### src/rtl/vga_sync_decoder.sv
`default_nettype none
// +--------------------------------------------------------------------------+
// | Module      : vga_sync_decoder                                           |
// | Description : Recovers pixel/line position from incoming HSYNC/VSYNC,    |
// |               qualifies the timing over consecutive frames and, once     |
// |               locked, emits a registered data-enable with the active     |
// |               column/row and the captured pixel colour.                  |
// |                                                                          |
// | Ports                                                                    |
// |   clk           in   1   pixel clock, all state on the rising edge       |
// |   rst_n         in   1   asynchronous active-low reset                   |
// |   hsync_in      in   1   horizontal sync, active-low pulse               |
// |   vsync_in      in   1   vertical sync, active-high pulse                |
// |   pix_*_in      in   4   incoming pixel colour (r/g/b)                   |
// |   de            out  1   registered data-enable for active pixels        |
// |   curr_x        out  11  active column                                   |
// |   curr_y        out  10  active row                                      |
// |   draw_*        out  4   registered pixel colour (r/g/b)                 |
// |   locked        out  1   timing lock indicator                           |
// |   frame_start   out  1   one-cycle pulse after each detected frame start |
// |   sync_err_cnt  out  8   saturating count of lock losses                 |
// |                                                                          |
// | Revision    : 1.0  initial release                                       |
// +--------------------------------------------------------------------------+
module vga_sync_decoder #(
  parameter int H_TOTAL     = 1904,
  parameter int V_TOTAL     = 932,
  parameter int H_ACT_START = 384,
  parameter int H_ACT       = 1440,
  parameter int V_ACT_START = 31,
  parameter int V_ACT       = 900,
  parameter int LOCK_FRAMES = 2
) (
  input  logic        clk,
  input  logic        rst_n,
  input  logic        hsync_in,
  input  logic        vsync_in,
  input  logic [3:0]  pix_r_in,
  input  logic [3:0]  pix_g_in,
  input  logic [3:0]  pix_b_in,
  output logic        de,
  output logic [10:0] curr_x,
  output logic [9:0]  curr_y,
  output logic [3:0]  draw_r,
  output logic [3:0]  draw_g,
  output logic [3:0]  draw_b,
  output logic        locked,
  output logic        frame_start,
  output logic [7:0]  sync_err_cnt
);

  // Counter limits. Saturation at twice the nominal period doubles as the
  // timeout indication, so no separate watchdog counters are needed.
  localparam logic [11:0] c_H_SAT       = 12'(2 * H_TOTAL);
  localparam logic [11:0] c_H_LAST      = 12'(H_TOTAL - 1);
  localparam logic [11:0] c_H_ACT_FIRST = 12'(H_ACT_START);
  localparam logic [11:0] c_H_ACT_LAST  = 12'(H_ACT_START + H_ACT - 1);
  localparam logic [10:0] c_V_SAT       = 11'(2 * V_TOTAL);
  localparam logic [10:0] c_V_LAST      = 11'(V_TOTAL - 1);
  localparam logic [10:0] c_V_ACT_FIRST = 11'(V_ACT_START);
  localparam logic [10:0] c_V_ACT_LAST  = 11'(V_ACT_START + V_ACT - 1);
  localparam int          c_GF_W        = $clog2(LOCK_FRAMES + 1);
  localparam logic [c_GF_W-1:0] c_GF_LAST = c_GF_W'(LOCK_FRAMES - 1);
  localparam logic [7:0]  c_ERR_MAX     = 8'hFF;

  typedef enum logic [1:0] {
    S_UNLOCKED = 2'd0,
    S_CHECK    = 2'd1,
    S_LOCKED   = 2'd2
  } state_t;

  state_t              r_state;
  state_t              w_state_nxt;
  logic [c_GF_W-1:0]   r_good;
  logic [c_GF_W-1:0]   w_good_nxt;
  logic                w_loss;

  logic                r_hsync_prev;
  logic                r_vsync_ls;    // vsync level seen at the previous line start
  logic [11:0]         r_hcnt;
  logic [10:0]         r_vcnt;
  logic                r_frame_ok;    // every line terminated so far in this frame was good

  logic                w_line_start;
  logic                w_frame_start;
  logic                w_line_good;
  logic                w_frame_good;
  logic                w_timeout;
  logic                w_active;
  logic                w_de_nxt;

  // Edge detection is done against the live input so the counter reload
  // happens on the same edge that samples the falling hsync.
  assign w_line_start  = ~hsync_in & r_hsync_prev;
  assign w_frame_start = w_line_start & vsync_in & ~r_vsync_ls;
  assign w_line_good   = (r_hcnt == c_H_LAST);
  // The line terminated by this frame start still belongs to the old frame.
  assign w_frame_good  = r_frame_ok & w_line_good & (r_vcnt == c_V_LAST);
  assign w_timeout     = (r_hcnt == c_H_SAT) | (r_vcnt == c_V_SAT);
  assign w_active      = (r_hcnt >= c_H_ACT_FIRST) && (r_hcnt <= c_H_ACT_LAST) &&
                         (r_vcnt >= c_V_ACT_FIRST) && (r_vcnt <= c_V_ACT_LAST);
  // A lock loss in the same cycle suppresses the data-enable.
  assign w_de_nxt      = (r_state == S_LOCKED) & ~w_loss & w_active;

  // Line / frame position counters
  always_ff @(posedge clk or negedge rst_n) begin
    if (!rst_n) begin
      r_hsync_prev <= 1'b0;   // a low hsync held through release is not an edge
      r_vsync_ls   <= 1'b1;   // a high vsync held through release is not an edge
      r_hcnt       <= '0;
      r_vcnt       <= '0;
      r_frame_ok   <= 1'b0;
    end else begin
      r_hsync_prev <= hsync_in;
      if (w_line_start) begin
        r_hcnt     <= '0;
        r_vsync_ls <= vsync_in;
        if (w_frame_start) begin
          r_vcnt     <= '0;
          r_frame_ok <= 1'b1;
        end else begin
          if (r_vcnt != c_V_SAT) begin
            r_vcnt <= r_vcnt + 11'd1;
          end
          r_frame_ok <= r_frame_ok & w_line_good;
        end
      end else if (r_hcnt != c_H_SAT) begin
        r_hcnt <= r_hcnt + 12'd1;
      end
    end
  end

  // Lock FSM: state register
  always_ff @(posedge clk or negedge rst_n) begin
    if (!rst_n) begin
      r_state <= S_UNLOCKED;
      r_good  <= '0;
    end else begin
      r_state <= w_state_nxt;
      r_good  <= w_good_nxt;
    end
  end

  // Lock FSM: next state
  always_comb begin
    w_state_nxt = r_state;
    w_good_nxt  = r_good;
    w_loss      = 1'b0;
    case (r_state)
      S_UNLOCKED: begin
        // The partial frame preceding the first frame start is never judged.
        if (w_frame_start) begin
          w_state_nxt = S_CHECK;
          w_good_nxt  = '0;
        end
      end
      S_CHECK: begin
        if (w_timeout) begin
          w_state_nxt = S_UNLOCKED;
          w_good_nxt  = '0;
        end else if (w_frame_start) begin
          if (!w_frame_good) begin
            w_good_nxt = '0;
          end else if (r_good == c_GF_LAST) begin
            w_state_nxt = S_LOCKED;
            w_good_nxt  = '0;
          end else begin
            w_good_nxt = r_good + 1'b1;
          end
        end
      end
      S_LOCKED: begin
        if (w_timeout || (w_line_start && !w_line_good) ||
            (w_frame_start && !w_frame_good)) begin
          w_state_nxt = S_UNLOCKED;
          w_good_nxt  = '0;
          w_loss      = 1'b1;
        end
      end
      default: begin
        w_state_nxt = S_UNLOCKED;
        w_good_nxt  = '0;
      end
    endcase
  end

  assign locked = (r_state == S_LOCKED);

  // Registered outputs
  always_ff @(posedge clk or negedge rst_n) begin
    if (!rst_n) begin
      de           <= 1'b0;
      curr_x       <= '0;
      curr_y       <= '0;
      draw_r       <= '0;
      draw_g       <= '0;
      draw_b       <= '0;
      frame_start  <= 1'b0;
      sync_err_cnt <= '0;
    end else begin
      frame_start <= w_frame_start;
      de          <= w_de_nxt;
      // Position and colour hold their last values outside the active area.
      if (w_de_nxt) begin
        curr_x <= 11'(r_hcnt - c_H_ACT_FIRST);
        curr_y <= 10'(r_vcnt - c_V_ACT_FIRST);
        draw_r <= pix_r_in;
        draw_g <= pix_g_in;
        draw_b <= pix_b_in;
      end
      if (w_loss && (sync_err_cnt != c_ERR_MAX)) begin
        sync_err_cnt <= sync_err_cnt + 8'd1;
      end
    end
  end

endmodule
`default_nettype wire

### config.mk
export PLATFORM = sky130hd
export DESIGN_NAME = vga_sync_decoder
export DESIGN_NICKNAME = d
export VERILOG_FILES = /design/src/rtl/vga_sync_decoder.sv
export SDC_FILE = /design/constraint.sdc
export NUM_CORES = 1
export LEC_CHECK = 0
export BUFFER_PORTS_ARGS = -buffer_cell sky130_fd_sc_hd__buf_2
export CAP_MARGIN = 20
export CORE_MARGIN = 4
export CORE_UTILIZATION = 60
export DETAILED_ROUTE_END_ITERATION = 12
export PLACE_DENSITY = 0.91
export SYNTH_ARGS = -nofsm -noshare
export SYNTH_HDL_FRONTEND = slang
export SYNTH_SLANG_ARGS = --single-unit
### constraint.sdc
create_clock -name clk -period 7 [get_ports clk]
set_clock_uncertainty 0.05 [all_clocks]
set_input_delay 0.35 -clock clk [delete_from_list [all_inputs] [get_ports clk]]
set_output_delay 0.35 -clock clk [all_outputs]
set_load 0.03 [all_outputs]
==> reports/metrics.cfg <==
[run_status]
outcome = completed

[place]
place_hpwl_um = 4560
place_inst = 411
dp_slack_ps = 3170
routabilityCongestion = 0.822
placed_area_um2 = 3880
io_buffer_count = 59

[clock_network]
ctsHoldBuffers = 0
h-tree-depth = 3
cts_buffers = 9
cts_root_buf = clkbuf_8
cts_max_path_buffers = 2
post_cts_buffers = 0
tritoncts = built
cts.sinks = 73
clk-insertion-delay-late_ps = 340
clk_pin_slew_worst_paths_ps = 70
post_cts_resize_count = 0

[pwr]
pwr-share-clk = 0.357
ir_worst_vdd_v = 0.000179
swShare = 0.263
finalPower_mw = 0.903
p_int_mw = 0.665
pwr_density_cell_nw_per_um2 = 220
seq_power_share = 0.528
power_switching_mw = 0.238
comb_power_share = 0.115
p_leak_nw = 2.11

[synth]
ys_warn_count = 0
syn_nets = 315
synthFlopType = dfrtp_1
postSynthCellCount = 292
synth_cell_types = 50
synth.avg_cell_area_um2 = 12.3
synth_area_um2 = 3590
yosysSeqAreaShare = 0.509
synth_edf_count = 0
async_flop_share = 1.00
synth-seq-cells = 73

[timing]
final-setup-viol-count = 0
hold_viol_final = 0
worst_slew_pin_slew_ps = 878
setup_slack_ps = 3630
finalCritPeriodShare = 0.482
slew_headroom = 0.415
fin_setup_tns_ps = 0
finalCriticalPeriod_ps = 3370
hold_ws_ps = 105
slew_viol_final = 0
rsz0062_at_grt = no
clock.fmax_mhz = 296

[min_path]
hold_class = in -> reg

[final_layout]
fin_nets = 374
fillers = 387
utilization = 0.726
fin_cells = 427
post-route-cell-area_um2 = 4100
syn_to_final_growth_pct = 14.1
drive_above_1_share = 0.352
final_cell_mix = dfrtp_1, buf_2, mux2_4
final_common_cell = dfrtp_1
num_antenna_cells = 0

[setup_path]
crit_path_end_kind = flop
critPathArrivalTime_ps = 3550
path_max_fanout = 27
required_ps = 7180
worstSetupStartpointType = flop
crit_type = reg -> reg

[drt]
ant_nets = 0
first_pass_iters = 4
drcViolationCount = 0
wl_per_cell_um = 15.5
dr_total_vias = 2380
wirelength_um = 6610
vias_per_cell = 5.57
drtIter0Drc = 90

[global_route]
grt_pass1_wl_um = 11500
grt_pass1_vias = 2434
track_usage = 0.199
antenna_found_initial = 0
grt_overflow = 0
grt_max_degree = 74

[die]
coreArea_um2 = 5640
dieArea_um2 = 7280
io_pins = 60
start_util = 0.636
die_w_um = 85.4
rows = 27
die_y_um = 85.4

[run]
max-cap-violations = 0

## registers in the layout (all words and copies together), names as in the netlist, 2 cells and up
name,cells
curr_x,11
curr_y,10
draw_b,4
draw_g,4
draw_r,4
r_good,2
r_hcnt,12
r_state,2
r_vcnt,11
sync_err_cnt,8
## Yosys cell counts, drive strengths merged (3+ instances only)
cell type	number	share of area
nor2	26	0.027
o21ai	3	0.0042
nand2b	4	0.0070
inv	7	0.0073
buf	7	0.025
a21oi	8	0.011
nand3	11	0.015
xnor2	14	0.034
clkbuf	8	0.0084
and3	8	0.014
ha	7	0.024
xor2	22	0.054
nand4	5	0.0087
mux2	34	0.14
or3	3	0.0056
nor4	6	0.010
dfrtp	72	0.50
nand2	12	0.013
## logic make-up after synthesis
kind of cell / Yosys count / synth area share
AOI/OAI and AO/OA: 19 / 0.0387
xor gates and xnor gates: 36 / 0.0878
adders and majority gates: 7 / 0.0244
buffers and inverters: 22 / 0.0411
DFF: 73 / 0.509
muxes: 36 / 0.142
and+or+nand+nor: 99 / 0.157
## metal layers
metal | track usage | share of wire
met4 | 0.0935 | 0.020
met2 | 0.311 | 0.47
met5 | 0 | 0
met1 | 0.268 | 0.46
met3 | 0.0398 | 0.047
## power by group through the flow
stage               Sequential [mW]  Clock [mW]  Combinational (mW)
finish                        0.477       0.322               0.104
global route                  0.482       0.347               0.119
CTS                           0.476       0.330               0.106
detailed placement            0.484           0               0.103
global placement              0.481           0              0.0979
floorplan                     0.473           0              0.0805
## worst max-delay path, stage by stage, from the launching register on
cell      delay (ps)
dfrtp_1          420
ha_1             210
and3_1           250
nand3_1          200
or4_4            600
a221oi_4         420
and4bb_2         490
buf_12           270
mux2_4           320
## final cells by class
class                      count  area (um2)  share of cell area
clock buffer                  10         138              0.0336
clock inverter                 5        56.3              0.0137
inverter                       7        26.3             0.00642
multi-input combinational    197        1620               0.395
sequential                    73        1830               0.446
tap                           72        90.1              0.0220
timing repair buffer          63         338              0.0825
## worst paths after layout
check | slack [ps] | depth (start not counted) | start | to
worst min register to register | 420 | 1 | r_state[1] | r_state[0]
min in group asynchronous | 170 | 2 | rst_n | r_hcnt[8]
worst max-delay path | 3630 | 8 | r_hcnt[0] | curr_x[10]
worst min-delay path | 110 | 1 | hsync_in | r_hsync_prev
worst max register to register | 3630 | 8 | r_hcnt[0] | curr_x[10]
max in group asynchronous | 6170 | 2 | rst_n | r_vcnt[1]
Power figures use the tool's default switching activity.
